`src/rtl/ps2_pkg.sv`:
```
// Shared PS/2 definitions: transmit FSM states, command bytes and frame geometry.
package ps2_pkg;

    typedef enum logic [2:0] {
        ST_IDLE,
        ST_INHIBIT,
        ST_START,
        ST_SHIFT,
        ST_ACK,
        ST_WAIT_IDLE
    } ps2_state_e;

    localparam logic [7:0] PS2_CMD_SET_LED = 8'hED;
    localparam logic [7:0] PS2_CMD_ENABLE  = 8'hF4;
    localparam logic [7:0] PS2_CMD_RESET   = 8'hFF;
    localparam logic [7:0] PS2_ACK         = 8'hFA;

    // Falling edges after clock release: 10 present d0..d7/parity/stop, the 11th samples ack.
    localparam int unsigned PS2_FRAME_EDGES = 11;
    localparam int unsigned PS2_STOP_IDX    = PS2_FRAME_EDGES - 2;

    function automatic logic [8:0] ps2_frame(input logic [7:0] data);
        return {~^data, data};
    endfunction

endpackage

```
`src/rtl/ps2_sync_edge.sv`:
```
// Two-flop pad synchronizer with registered level and falling-edge pulse (idle-high line).
module ps2_sync_edge (
    input  logic clk_i,
    input  logic rst_ni,
    input  logic pad_i,
    output logic level_o,
    output logic fall_o
);

    logic sync1_q, sync2_q, level_q, fall_q;

    always_ff @(posedge clk_i or negedge rst_ni) begin
        if (!rst_ni) begin
            sync1_q <= 1'b1;
            sync2_q <= 1'b1;
            level_q <= 1'b1;
            fall_q  <= 1'b0;
        end else begin
            sync1_q <= pad_i;
            sync2_q <= sync1_q;
            level_q <= sync2_q;
            fall_q  <= level_q & ~sync2_q;
        end
    end

    assign level_o = level_q;
    assign fall_o  = fall_q;

endmodule

```
`src/rtl/ps2_host_tx.sv`:
```
// Host-to-device PS/2 transmitter: inhibit, request-to-send, bit shifting, ack and watchdog.
module ps2_host_tx
    import ps2_pkg::*;
#(
    parameter int unsigned INHIBIT_CYCLES = 5000,
    parameter int unsigned TIMEOUT_CYCLES = 750000
) (
    input  logic       clock,
    input  logic       resetn,
    input  logic [7:0] tx_data,
    input  logic       tx_valid,
    output logic       tx_ready,
    input  logic       ps2_clock_in,
    input  logic       ps2_data_in,
    output logic       ps2_clock_oe,
    output logic       ps2_data_oe,
    output logic       busy,
    output logic       tx_done,
    output logic       tx_nack,
    output logic       tx_timeout
);

    localparam int unsigned INH_W = $clog2(INHIBIT_CYCLES + 1);
    localparam int unsigned WD_W  = $clog2(TIMEOUT_CYCLES + 1);
    localparam logic [INH_W-1:0] INH_LAST = INH_W'(INHIBIT_CYCLES - 1);
    localparam logic [WD_W-1:0]  WD_LAST  = WD_W'(TIMEOUT_CYCLES - 1);
    localparam logic [3:0]       STOP_IDX = 4'(PS2_STOP_IDX);

    ps2_state_e       state_q, state_d;
    logic [8:0]       frame_q, frame_d;
    logic [INH_W-1:0] inh_q, inh_d;
    logic [WD_W-1:0]  wd_q, wd_d;
    logic [3:0]       idx_q, idx_d;
    logic             ack_ok_q, ack_ok_d;
    logic             clock_oe_q, clock_oe_d, data_oe_q, data_oe_d;
    logic             ready_q, ready_d, busy_q, busy_d;
    logic             done_q, done_d, nack_q, nack_d, tout_q, tout_d;

    logic clk_level, clk_fall, dat_level, dat_fall_unused;
    logic wd_active, wd_expire;

    ps2_sync_edge u_sync_clk (
        .clk_i  (clock),
        .rst_ni (resetn),
        .pad_i  (ps2_clock_in),
        .level_o(clk_level),
        .fall_o (clk_fall)
    );

    ps2_sync_edge u_sync_dat (
        .clk_i  (clock),
        .rst_ni (resetn),
        .pad_i  (ps2_data_in),
        .level_o(dat_level),
        .fall_o (dat_fall_unused)
    );

    assign wd_active = state_q inside {ST_START, ST_SHIFT, ST_ACK, ST_WAIT_IDLE};
    assign wd_expire = wd_active && (wd_q == WD_LAST);

    always_ff @(posedge clock or negedge resetn) begin
        if (!resetn) begin
            state_q    <= ST_IDLE;
            frame_q    <= '0;
            inh_q      <= '0;
            wd_q       <= '0;
            idx_q      <= '0;
            ack_ok_q   <= 1'b0;
            clock_oe_q <= 1'b0;
            data_oe_q  <= 1'b0;
            ready_q    <= 1'b1;
            busy_q     <= 1'b0;
            done_q     <= 1'b0;
            nack_q     <= 1'b0;
            tout_q     <= 1'b0;
        end else begin
            state_q    <= state_d;
            frame_q    <= frame_d;
            inh_q      <= inh_d;
            wd_q       <= wd_d;
            idx_q      <= idx_d;
            ack_ok_q   <= ack_ok_d;
            clock_oe_q <= clock_oe_d;
            data_oe_q  <= data_oe_d;
            ready_q    <= ready_d;
            busy_q     <= busy_d;
            done_q     <= done_d;
            nack_q     <= nack_d;
            tout_q     <= tout_d;
        end
    end

    always_comb begin
        state_d  = state_q;
        frame_d  = frame_q;
        inh_d    = inh_q;
        wd_d     = wd_active ? wd_q + 1'b1 : wd_q;
        idx_d    = idx_q;
        ack_ok_d = ack_ok_q;
        unique case (state_q)
            ST_IDLE: if (tx_valid && ready_q) begin
                frame_d = ps2_frame(tx_data);
                inh_d   = '0;
                state_d = ST_INHIBIT;
            end
            ST_INHIBIT: if (inh_q == INH_LAST) begin
                state_d = ST_START;
                wd_d    = '0;
                idx_d   = '0;
            end else begin
                inh_d = inh_q + 1'b1;
            end
            ST_START: if (clk_fall) begin
                state_d = ST_SHIFT;
                idx_d   = 4'd1;
            end
            ST_SHIFT: if (clk_fall) begin
                if (idx_q == STOP_IDX) state_d = ST_ACK;
                else                   idx_d   = idx_q + 1'b1;
            end
            ST_ACK: if (clk_fall) begin
                ack_ok_d = ~dat_level;
                state_d  = ST_WAIT_IDLE;
            end
            ST_WAIT_IDLE: if (clk_level && dat_level) state_d = ST_IDLE;
            default: state_d = ST_IDLE;
        endcase
        if (wd_expire) state_d = ST_IDLE;
    end

    // Outputs are decoded from the next state so every pin comes straight from a flop.
    always_comb begin
        clock_oe_d = (state_d == ST_INHIBIT);
        ready_d    = (state_d == ST_IDLE);
        busy_d     = (state_d != ST_IDLE);
        tout_d     = wd_expire;
        done_d     = 1'b0;
        nack_d     = 1'b0;
        unique case (state_d)
            ST_INHIBIT: data_oe_d = (inh_d == INH_LAST);
            ST_START:   data_oe_d = 1'b1;
            ST_SHIFT:   data_oe_d = clk_fall ? ~frame_q[idx_q] : data_oe_q;
            default:    data_oe_d = 1'b0;
        endcase
        if (state_q == ST_WAIT_IDLE && state_d == ST_IDLE && !wd_expire) begin
            done_d = ack_ok_q;
            nack_d = ~ack_ok_q;
        end
    end

    assign tx_ready     = ready_q;
    assign busy         = busy_q;
    assign ps2_clock_oe = clock_oe_q;
    assign ps2_data_oe  = data_oe_q;
    assign tx_done      = done_q;
    assign tx_nack      = nack_q;
    assign tx_timeout   = tout_q;

endmodule

```
`config.mk`:
```
export PLATFORM = sky130hd
export DESIGN_NAME = ps2_host_tx
export DESIGN_NICKNAME = d
export VERILOG_FILES = /design/src/rtl/ps2_pkg.sv /design/src/rtl/ps2_sync_edge.sv /design/src/rtl/ps2_host_tx.sv
export SDC_FILE = /design/constraint.sdc
export NUM_CORES = 1
export LEC_CHECK = 0
export CORE_ASPECT_RATIO = 1.5
export CORE_UTILIZATION = 40
export CTS_BUF_LIST = sky130_fd_sc_hd__clkbuf_8
export CTS_CLUSTER_SIZE = 16
export DETAILED_ROUTE_END_ITERATION = 8
export PLACE_DENSITY = 0.54
export RECOVER_POWER = 50
export SLEW_MARGIN = 20
export SYNTH_ARGS = -nofsm -noshare
export SYNTH_HDL_FRONTEND = slang
export SYNTH_SLANG_ARGS = --single-unit
```
`constraint.sdc`:
```
create_clock -name clock -period 3.1 [get_ports clock]
set_clock_uncertainty 0.1 [all_clocks]
set_input_delay 0.62 -clock clock [delete_from_list [all_inputs] [get_ports clock]]
set_output_delay 0.62 -clock clock [all_outputs]
set_load 0.01 [all_outputs]
```
==> results.txt, run 1 <==
----------------------------------------------------
[Synth]
  Syn avg cell area ... 10.5 µm²
  Ys Warns ... 0
  Gate count of the mapped netlist ... 321
  Register bit total from synthesis ... 64
  Async S/R FF share, synth ... 100%
  Post-synth top flop ... dfrtp_1
  Portion of the post-synthesis area used by sequential elements ... 47.8%
  Number of library cell types mapped by synthesis ... 67
  Post-synthesis net count ... 338
  Cell area after synthesis ... 3370 µm²
  Number of synthesized flops with an enable pin ... 0

[STA]
  Number of hold violations in the final report ... 0
  Transition at the pin with the smallest max-transition slack ... 1.59 ns
  Total Negative Setup Slacks ... 0 ns
  Final count of negative-setup-slack endpoints ... 0
  FMAX ... 0.367 GHz
  Final Slew Violations ... 65
  Post-route fraction of the period consumed by the critical path ... 87.9%
  Slew headroom ... -6.14%
  Setup repair after global routing missed its margin ... false
  Time the worst path needs with I/O delays and setup ... 2.73 ns

[Drt]
  Total iterations of the first detailed-routing run ... 4
  DRT iter0 DRCs ... 308
  Via total after detailed routing ... 2533
  Via density ... 5.55
  Remaining antenna violation count after routing ... 0
  Number of remaining DRC errors ... 0
  Wire length reported by the detailed router ... 7590 µm
  Routed len/inst ... 16.7 µm

[Clock network]
  CTS H-tree depth ... 3
  Num Clock Sinks ... 64
  Clock-pin transition on the worst setup and hold timing paths ... 0.07 ns
  TritonCTS clock tree ... built
  Hold_buf cts ... 0
  Clock root cell ... clkbuf_8
  Total CTS buffers ... 9
  Clock latency on the worst-skew pair ... 0.35 ns
  Post-CTS setup buffer count ... 0
  Number of instances resized during post-cts repair ... 0
  Buffer levels on the longest clock path ... 2

[Power]
  Power density over the cells ... 437 nW/µm²
  Peak supply drop ... 0.312 mV
  Static power due to leakage ... 1.65 nW

[Global route]
  Via count of the first global-routing pass ... 2664
  Number of antenna violations at the first check in global routing ... 0
  Met3 Track Usage GR ... 2.23%
  Most congested layer reported by global routing ... met2
  Global-route wire length before repair ... 13200 µm
  Total global routing track utilization ... 19.7%
  Met2 GRT Util ... 33.5%
  GRT Residual Overflow ... 0
  Maximum number of pins on one net before global-route repair ... 65
  GR Util met1 ... 23.7%

[Outcome]
  Failing checks ... max-capacitance violations, max-slew violations
  Run status ... complete, but fails checks

[Cells and area]
  Final design utilization ... 48.1%
  Most common cell after layout, fill and taps aside ... dfrtp_1
  Fraction of final layout cells sized beyond drive strength 1 ... 17.4%
  Nets@finish ... 363
  Area growth, synth to finish ... 15.7%
  Commonest non-fill, non-tap cells in the layout ... 57 x dfrtp_1, 30 x nor2_1, 23 x nand2_1
  Fill cell total of the finished layout ... 794
  Antenna cell count ... 0

[Floorplan]
  Area inside the core boundary ... 8110 µm²
  Cell row count ... 40
  Starting density of the core ... 41.5%
  Number of ports placed on the die boundary ... 20
  Total die area ... 8800 µm²
  Die height ... 114 µm
  Die Width ... 76.9 µm

[Hold path]
  Startpoint of the lowest-slack hold path ... u_sync_clk.sync1_q
  Class of the tightest hold or removal check ... flop to flop
  WHS Path Cells ... 0
  Worst-case hold path end point ... u_sync_clk.sync2_q

[Critical path]
  Ordered cell list for the critical path ... ha_1 > and4_1 > a31oi_2 > a311oi_1 > nand3b_1 > or4_1 > o31ai_2
  Critical Path Max Stage Delay ... 0.55 ns
  Category of the worst setup path launch point ... flop
  Capture point of the worst reg-to-reg path ... ps2_data_oe
  Kind of critical path ... flop to flop
  Worst path bufs/invs ... 0
  Worst Reg2Reg Path Length in Cells ... 7
  Largest fanout of any net on the critical path ... 8
  Worst-case register-to-register setup slack ... 0.37 ns
  Critical R2R Launch ... inh_q[1]
  Data arrival time of the critical path ... 2.89 ns
  Worst endpoint required time ... 3.27 ns
  Cell with the largest stage delay on the worst path ... or4_1
  Crit end category ... flop
  CP delay by family, top ... simple AND/OR/NAND/NOR gates

[Place]
  Weighted congestion reported at the end of routability-driven placement ... 0.898
  Placed wire-length estimate ... 5340 µm
  Port Buf Inserts ... 19

[Flow run]
  Max-Cap Viols ... 1

----------------------------------------------------
-- cell usage after synthesis, drive strengths merged, types with 6 or more instances --
library cell  number  area (µm²)
dfstp              7         184
dfrtp             57        1430
xor2              10        95.1
mux2               9         101
nor2              30         113
and3               6        37.5
clkbuf             8        33.8
a21oi             10        50.1
nand3             10        50.1
nor3              13        70.1
xnor2             16         140
nand2             23        86.3
a31oi              7        56.3
nand4             11        75.1
o21ai             11        55.1
inv                9        33.8
buf                8        61.3
-- power by group --
part,leakage [nW],switching (mW),internal (mW)
Sequential,0.796,0.00302,0.843
Clock,0.110,0.337,0.470
Combinational,0.739,0.0266,0.0236
-- layout make-up --
| class | count | area [µm²] | area share (%) |
|---|---|---|---|
| multi-input cells | 232 | 1640 | 42.0 |
| flip-flops and latches | 64 | 1610 | 41.3 |
| repair buffers | 30 | 265 | 6.81 |
| clock buffers | 10 | 138 | 3.53 |
| well taps | 105 | 131 | 3.37 |
| clock inverters | 6 | 83.8 | 2.15 |
| inverters | 9 | 33.8 | 0.867 |
-- state kept, by name (all words and copies together), names as in the netlist, 3 cells and up --
register / flops
wd_q: 20
inh_q: 13
frame_q: 9
idx_q: 4
state_q: 3
-- cells by family (layout without fill, tap and decap cells) --
family / count (synthesis) / in the layout / synth area share (%)
simple gates: 132 / 132 / 22.6
flops: 64 / 64 / 47.8
compound gates: 56 / 56 / 12.1
xor+xnor: 26 / 26 / 6.98
buf+inv: 25 / 55 / 3.83
mux: 14 / 14 / 5.24
fa+ha+maj: 4 / 4 / 1.49
-- worst max-delay path by stage --
stage	end	start	cells after the start
CTS	ps2_data_oe	inh_q[1]	7
finish	ps2_data_oe	inh_q[1]	7
detailed placement	ps2_data_oe	tx_valid	7
global placement	ps2_data_oe	tx_valid	7
global route	ps2_data_oe	inh_q[1]	7
floorplan	ps2_data_oe	inh_q[0]	8
-- per-layer routing --
metal / vias to the layer above / routed length (µm)
met5: - / 0
met4: 0 / 207
met3: 16 / 274
met2: 60 / 3920
met1: 1239 / 3190
li1: 1218 / -
-- worst register-to-register path, cell delays in order, from the launching register on --
cell	delay (ns)
dfrtp_1	0.41
ha_1	0.35
and4_1	0.28
a31oi_2	0.21
a311oi_1	0.41
nand3b_1	0.12
or4_1	0.55
o31ai_2	0.22
-- stage by stage --
stage	area, µm²	power (mW)	hold slack [ns]	setup WS, ns	std cells
final	3900	1.70	0.258	0.375	456
after global routing	3900	1.77	0.265	0.191	456
after CTS	3900	1.73	0.257	0.397	456
after detailed placement	3680	0.914	0.247	0.202	440
after global placement	3680	0.914	0.247	0.262	440
after floorplan	3370	0.877	0.224	0.704	321
(Power assumes the default switching activity.)
==> run 2, diff against run 1 <==
Settings changed: GPL_TIMING_DRIVEN set to 0.
==> run 2 against run 1 <==
The run still ends with max-capacitance violations, max-slew violations left. Via count down 1.1%. Non-clock buffer count is 6 higher. Sequential power hardly changed. Utilization about the same. Largest cell class unchanged.
==> results.txt, run 2 (synthesis results as in run 1) <==
----------------------------------------------------
[Drt]
  Via density ... 5.42
  DRT iter0 DRCs ... 175
  Via total after detailed routing ... 2506
  Wire length reported by the detailed router ... 7030 µm
  Total iterations of the first detailed-routing run ... 5
  Routed len/inst ... 15.2 µm
  Number of remaining DRC errors ... 0
  Remaining antenna violation count after routing ... 0

[Cells and area]
  Antenna cell count ... 0
  Number of flip-flops under the largest register name ... 20
  Fraction of final layout cells sized beyond drive strength 1 ... 17.1%
  Largest Register ... wd_q
  Most common cell after layout, fill and taps aside ... dfrtp_1
  Commonest non-fill, non-tap cells in the layout ... 57 x dfrtp_1, 30 x nor2_1, 23 x nand2_1
  Area growth, synth to finish ... 15.6%
  Nets@finish ... 369
  Fill cell total of the finished layout ... 808
  Finished Layout Cells ... 462
  Top Registers ... wd_q (20), inh_q (13), frame_q (9)

[Power]
  Static power due to leakage ... 1.63 nW
  Peak supply drop ... 0.318 mV
  Power density over the cells ... 422 nW/µm²
  Total Power ... 1.65 mW

[Outcome]
  Failing checks ... max-capacitance violations, max-slew violations
  Run status ... complete, but fails checks

[STA]
  Worst setup slack after layout ... 0.295 ns
  Final count of negative-setup-slack endpoints ... 0
  Slew headroom ... -11.7%
  Setup repair after global routing missed its margin ... false
  Post-route fraction of the period consumed by the critical path ... 90.5%
  Time the worst path needs with I/O delays and setup ... 2.80 ns
  Transition at the pin with the smallest max-transition slack ... 1.68 ns
  Number of hold violations in the final report ... 0
  Final Slew Violations ... 33
  FMAX ... 0.357 GHz

[Clock network]
  Clock root cell ... clkbuf_8
  Num Clock Sinks ... 64
  CTS H-tree depth ... 3
  Total CTS buffers ... 9
  TritonCTS clock tree ... built
  Buffer levels on the longest clock path ... 2
  Post-CTS setup buffer count ... 0
  Clock latency on the worst-skew pair ... 0.35 ns
  Number of instances resized during post-cts repair ... 0
  Hold_buf cts ... 0
  Clock-pin transition on the worst setup and hold timing paths ... 0.07 ns

[Critical path]
  Data arrival time of the critical path ... 2.97 ns
  Crit end category ... flop
  Worst Reg2Reg Path Length in Cells ... 8
  Kind of critical path ... flop to flop
  Capture point of the worst reg-to-reg path ... ps2_data_oe
  Largest fanout of any net on the critical path ... 8
  Worst-case register-to-register setup slack ... 0.30 ns
  Category of the worst setup path launch point ... flop
  Critical R2R Launch ... inh_q[0]
  Worst endpoint required time ... 3.27 ns

[Global route]
  Global-route wire length before repair ... 12300 µm
  Number of antenna violations at the first check in global routing ... 0
  Maximum number of pins on one net before global-route repair ... 34
  Total global routing track utilization ... 18.5%
  Via count of the first global-routing pass ... 2549
  GRT Residual Overflow ... 0

[Floorplan]
  Number of ports placed on the die boundary ... 20
  Die height ... 114 µm
  Die Width ... 76.9 µm
  Total die area ... 8800 µm²
  Cell row count ... 40
  Starting density of the core ... 41.5%
  Area inside the core boundary ... 8110 µm²

[Hold path]
  Worst-case hold path end point ... u_sync_clk.sync2_q
  WHS Path Cells ... 0
  Class of the tightest hold or removal check ... flop to flop
  Startpoint of the lowest-slack hold path ... u_sync_clk.sync1_q

[Place]
  Port Buf Inserts ... 19
  Placed cells ... 446
  Placed wire-length estimate ... 5110 µm
  Pre-CTS setup slack ... 0.119 ns
  Weighted congestion reported at the end of routability-driven placement ... 0.842

[Flow run]
  Max-Cap Viols ... 1

----------------------------------------------------
[run 2: area by class of cell]
| cell class | instances | area [µm²] | share of cell area (%) |
|---|---|---|---|
| Tap cell | 105 | 131 | 3.37 |
| Inverter | 9 | 33.8 | 0.867 |
| Clock buffer | 11 | 151 | 3.89 |
| Multi-Input combinational cell | 232 | 1630 | 41.8 |
| Sequential cell | 64 | 1610 | 41.3 |
| Timing Repair Buffer | 20 | 189 | 4.85 |
| Buffer | 16 | 95.1 | 2.44 |
| Clock inverter | 5 | 55.1 | 1.41 |
[run 2: report_power, final]
| part | leakage (nW) | internal, mW | switching (mW) |
|---|---|---|---|
| registers | 0.796 | 0.843 | 0.00280 |
| logic | 0.737 | 0.0234 | 0.0259 |
| clock network | 0.101 | 0.412 | 0.339 |
| total | 1.63 | 1.28 | 0.367 |
[run 2: metrics by stage]
| stage | hold WS [ns] | TNS, ns | area [µm²] | util (%) |
|---|---|---|---|---|
| global placement | 0.246 | -50.64 | 3690 | 45.5 |
| floorplan | 0.224 | 0 | 3370 | - |
| CTS | 0.0883 | 0 | 3910 | 48.3 |
| detailed placement | 0.247 | 0 | 3710 | 45.7 |
| global route | 0.259 | 0 | 3890 | 48.0 |
| finish | 0.256 | 0 | 3890 | 48.0 |
[run 2: worst max-delay path by stage]
stage / end / slack [ns] / cells after the start / start
2_1_floorplan: ps2_data_oe / 0.70 / 8 / inh_q[0]
3_3_place_gp: wd_q[2] / -0.88 / 1 / resetn
3_5_place_dp: ps2_data_oe / 0.12 / 8 / tx_valid
4_1_cts: ps2_data_oe / 0.28 / 8 / inh_q[0]
5_1_grt: ps2_data_oe / 0.08 / 8 / inh_q[0]
6_report: ps2_data_oe / 0.30 / 8 / inh_q[0]
[run 2: per-layer routing]
layer / global-route usage [%] / wire, µm / vias to the layer above
met2: 30.7 / 3590 / 40
met4: 11.3 / 163 / 0
li1: - / - / 1232
met5: 0 / 0 / -
met1: 21.4 / 3040 / 1216
met3: 4.62 / 238 / 18
[run 2: worst max-delay path: stages (launching register included)]
cell	delay, ns
dfrtp_1	0.47
ha_1	0.18
clkbuf_2	0.18
and4_1	0.26
a31oi_2	0.20
a311oi_1	0.40
nand3b_1	0.10
or4_1	0.57
o31ai_2	0.25
==> run 3, diff against run 2 <==
Settings changed: RECOVER_POWER 50 to unset, SKIP_CTS_REPAIR_TIMING set to 1, TNS_END_PERCENT set to 100.
==> run 3 against run 2 <==
The flow now finishes without violations. Sequential share of layout area shrank 0.20 points. Utilization grew 0.23 points. Flip-flop and latch count is the same. Sequential power is essentially flat. Via count is the same. First-iteration DRC count is the same. Largest cell class unchanged. Largest power group unchanged.
==> results.txt, run 3 (synthesis results as in run 1) <==
----------------------------------------------------
[Power]
  Total Power ... 1.65 mW
  Power density over the cells ... 421 nW/µm²
  Static power due to leakage ... 1.64 nW
  Peak supply drop ... 0.319 mV

[Critical path]
  Category of the worst setup path launch point ... flop
  Cell with the largest stage delay on the worst path ... or4_1
  Data arrival time of the critical path ... 2.98 ns
  Critical Path Max Stage Delay ... 0.57 ns
  Largest fanout of any net on the critical path ... 8
  Ordered cell list for the critical path ... ha_1 > clkbuf_2 > and4_1 > a31oi_2 > a311oi_1 > nand3b_1 > or4_1 > o31ai_2
  Crit end category ... flop
  Worst setup path startpoint ... inh_q[0]
  Critical R2R Launch ... inh_q[0]
  Kind of critical path ... flop to flop
  Worst endpoint required time ... 3.27 ns

[STA]
  Number of hold violations in the final report ... 0
  Transition at the pin with the smallest max-transition slack ... 0.858 ns
  Post-route fraction of the period consumed by the critical path ... 90.7%
  Post-Route Hold Slack ... 0.0924 ns
  FMAX ... 0.356 GHz
  Slew headroom ... 42.5%
  Final Slew Violations ... 0
  Final count of negative-setup-slack endpoints ... 0
  Setup repair after global routing missed its margin ... false
  Worst setup slack after layout ... 0.289 ns
  Time the worst path needs with I/O delays and setup ... 2.81 ns

[Floorplan]
  Starting density of the core ... 41.5%
  Total die area ... 8800 µm²
  Cell row count ... 40
  Area inside the core boundary ... 8110 µm²
  Die Width ... 76.9 µm
  Number of ports placed on the die boundary ... 20
  Die height ... 114 µm

[Clock network]
  Clock-pin transition on the worst setup and hold timing paths ... 0.07 ns
  CTS H-tree depth ... 3
  Total CTS buffers ... 9
  TritonCTS clock tree ... built
  Num Clock Sinks ... 64
  Clock latency on the worst-skew pair ... 0.35 ns
  Buffer levels on the longest clock path ... 2
  Clock root cell ... clkbuf_8

[Place]
  Pre-CTS setup slack ... 0.119 ns
  Placed wire-length estimate ... 5110 µm
  Placed cells ... 446
  Weighted congestion reported at the end of routability-driven placement ... 0.842
  Port Buf Inserts ... 19

[Cells and area]
  Register cell area after layout ... 1610 µm²
  Fill cell total of the finished layout ... 806
  Nets@finish ... 369
  Fraction of final layout cells sized beyond drive strength 1 ... 17.4%
  Number of flip-flops under the largest register name ... 20
  Commonest non-fill, non-tap cells in the layout ... 57 x dfrtp_1, 30 x nor2_1, 23 x nand2_1
  Area growth, synth to finish ... 16.2%
  Multi-input logic area ... 1630 µm²
  Most common cell after layout, fill and taps aside ... dfrtp_1
  Largest Register ... wd_q
  Finished Layout Cells ... 462
  Antenna cell count ... 0
  Top Registers ... wd_q (20), inh_q (13), frame_q (9)

[Drt]
  Remaining antenna violation count after routing ... 0
  Via density ... 5.42
  Wire length reported by the detailed router ... 7040 µm
  Number of remaining DRC errors ... 0
  Total iterations of the first detailed-routing run ... 4
  Via total after detailed routing ... 2506
  DRT iter0 DRCs ... 175
  Routed len/inst ... 15.2 µm

[Global route]
  Number of antenna violations at the first check in global routing ... 0
  Total global routing track utilization ... 18.5%
  Maximum number of pins on one net before global-route repair ... 34
  Via count of the first global-routing pass ... 2549
  Global-route wire length before repair ... 12300 µm
  GRT Residual Overflow ... 0

[Flow run]
  Max-Cap Viols ... 0

[Outcome]
  Run status ... finished, final reports clean

[Hold path]
  Class of the tightest hold or removal check ... input pin to async pin

----------------------------------------------------
-- run 3: worst max-delay path: cells and delay by family (launching register included) --
kind / cells / cell delay, ns
DFF: 1 / 0.46
AOI/OAI and AO/OA: 3 / 0.86
and+or+nand+nor: 3 / 0.93
buffers and inverters: 1 / 0.18
adders and majority gates: 1 / 0.18
-- run 3: area by class of cell --
cell class,count,share of cell area (%)
inverter,9,0.863
multi-input combinational,232,41.6
sequential,64,41.1
clock inverter,5,1.41
tap,105,3.36
buffer,16,2.43
timing repair buffer,20,5.31
clock buffer,11,3.87
-- run 3: final timing paths --
| check | to | slack, ns | depth (start not counted) |
|---|---|---|---|
| worst max-delay path | ps2_data_oe | 0.29 | 8 |
| worst min-delay path | inh_q[8] | 0.09 | 1 |
| worst max register to register | ps2_data_oe | 0.29 | 8 |
| worst min register to register | u_sync_clk.sync2_q | 0.26 | 0 |
| max in group asynchronous | wd_q[5] | 2.29 | 2 |
| min in group clock | u_sync_clk.sync2_q | 0.26 | 0 |
-- run 3: stage by stage --
| step | TNS, ns | area (µm²) | utilization (%) |
|---|---|---|---|
| final | 0 | 3910 | 48.3 |
| after CTS | 0 | 3910 | 48.3 |
| after global placement | -50.64 | 3690 | 45.5 |
| after floorplan | 0 | 3370 | - |
| after global routing | 0 | 3910 | 48.3 |
| after detailed placement | 0 | 3710 | 45.7 |
-- run 3: where the power goes --
group	leakage [nW]	internal (mW)	switching [mW]	total, mW
Clock	0.101	0.412	0.339	0.750
Combinational	0.745	0.0266	0.0263	0.0530
Sequential	0.796	0.842	0.00280	0.845
Total	1.64	1.28	0.368	1.65
-- run 3: routing by layer --
layer,part of all wire [%],vias up,GRT usage (%)
li1,-,1233,-
met1,43,1212,21.4
met2,51,43,30.7
met3,3.5,18,4.62
met4,2.3,0,11.3
met5,0,-,0
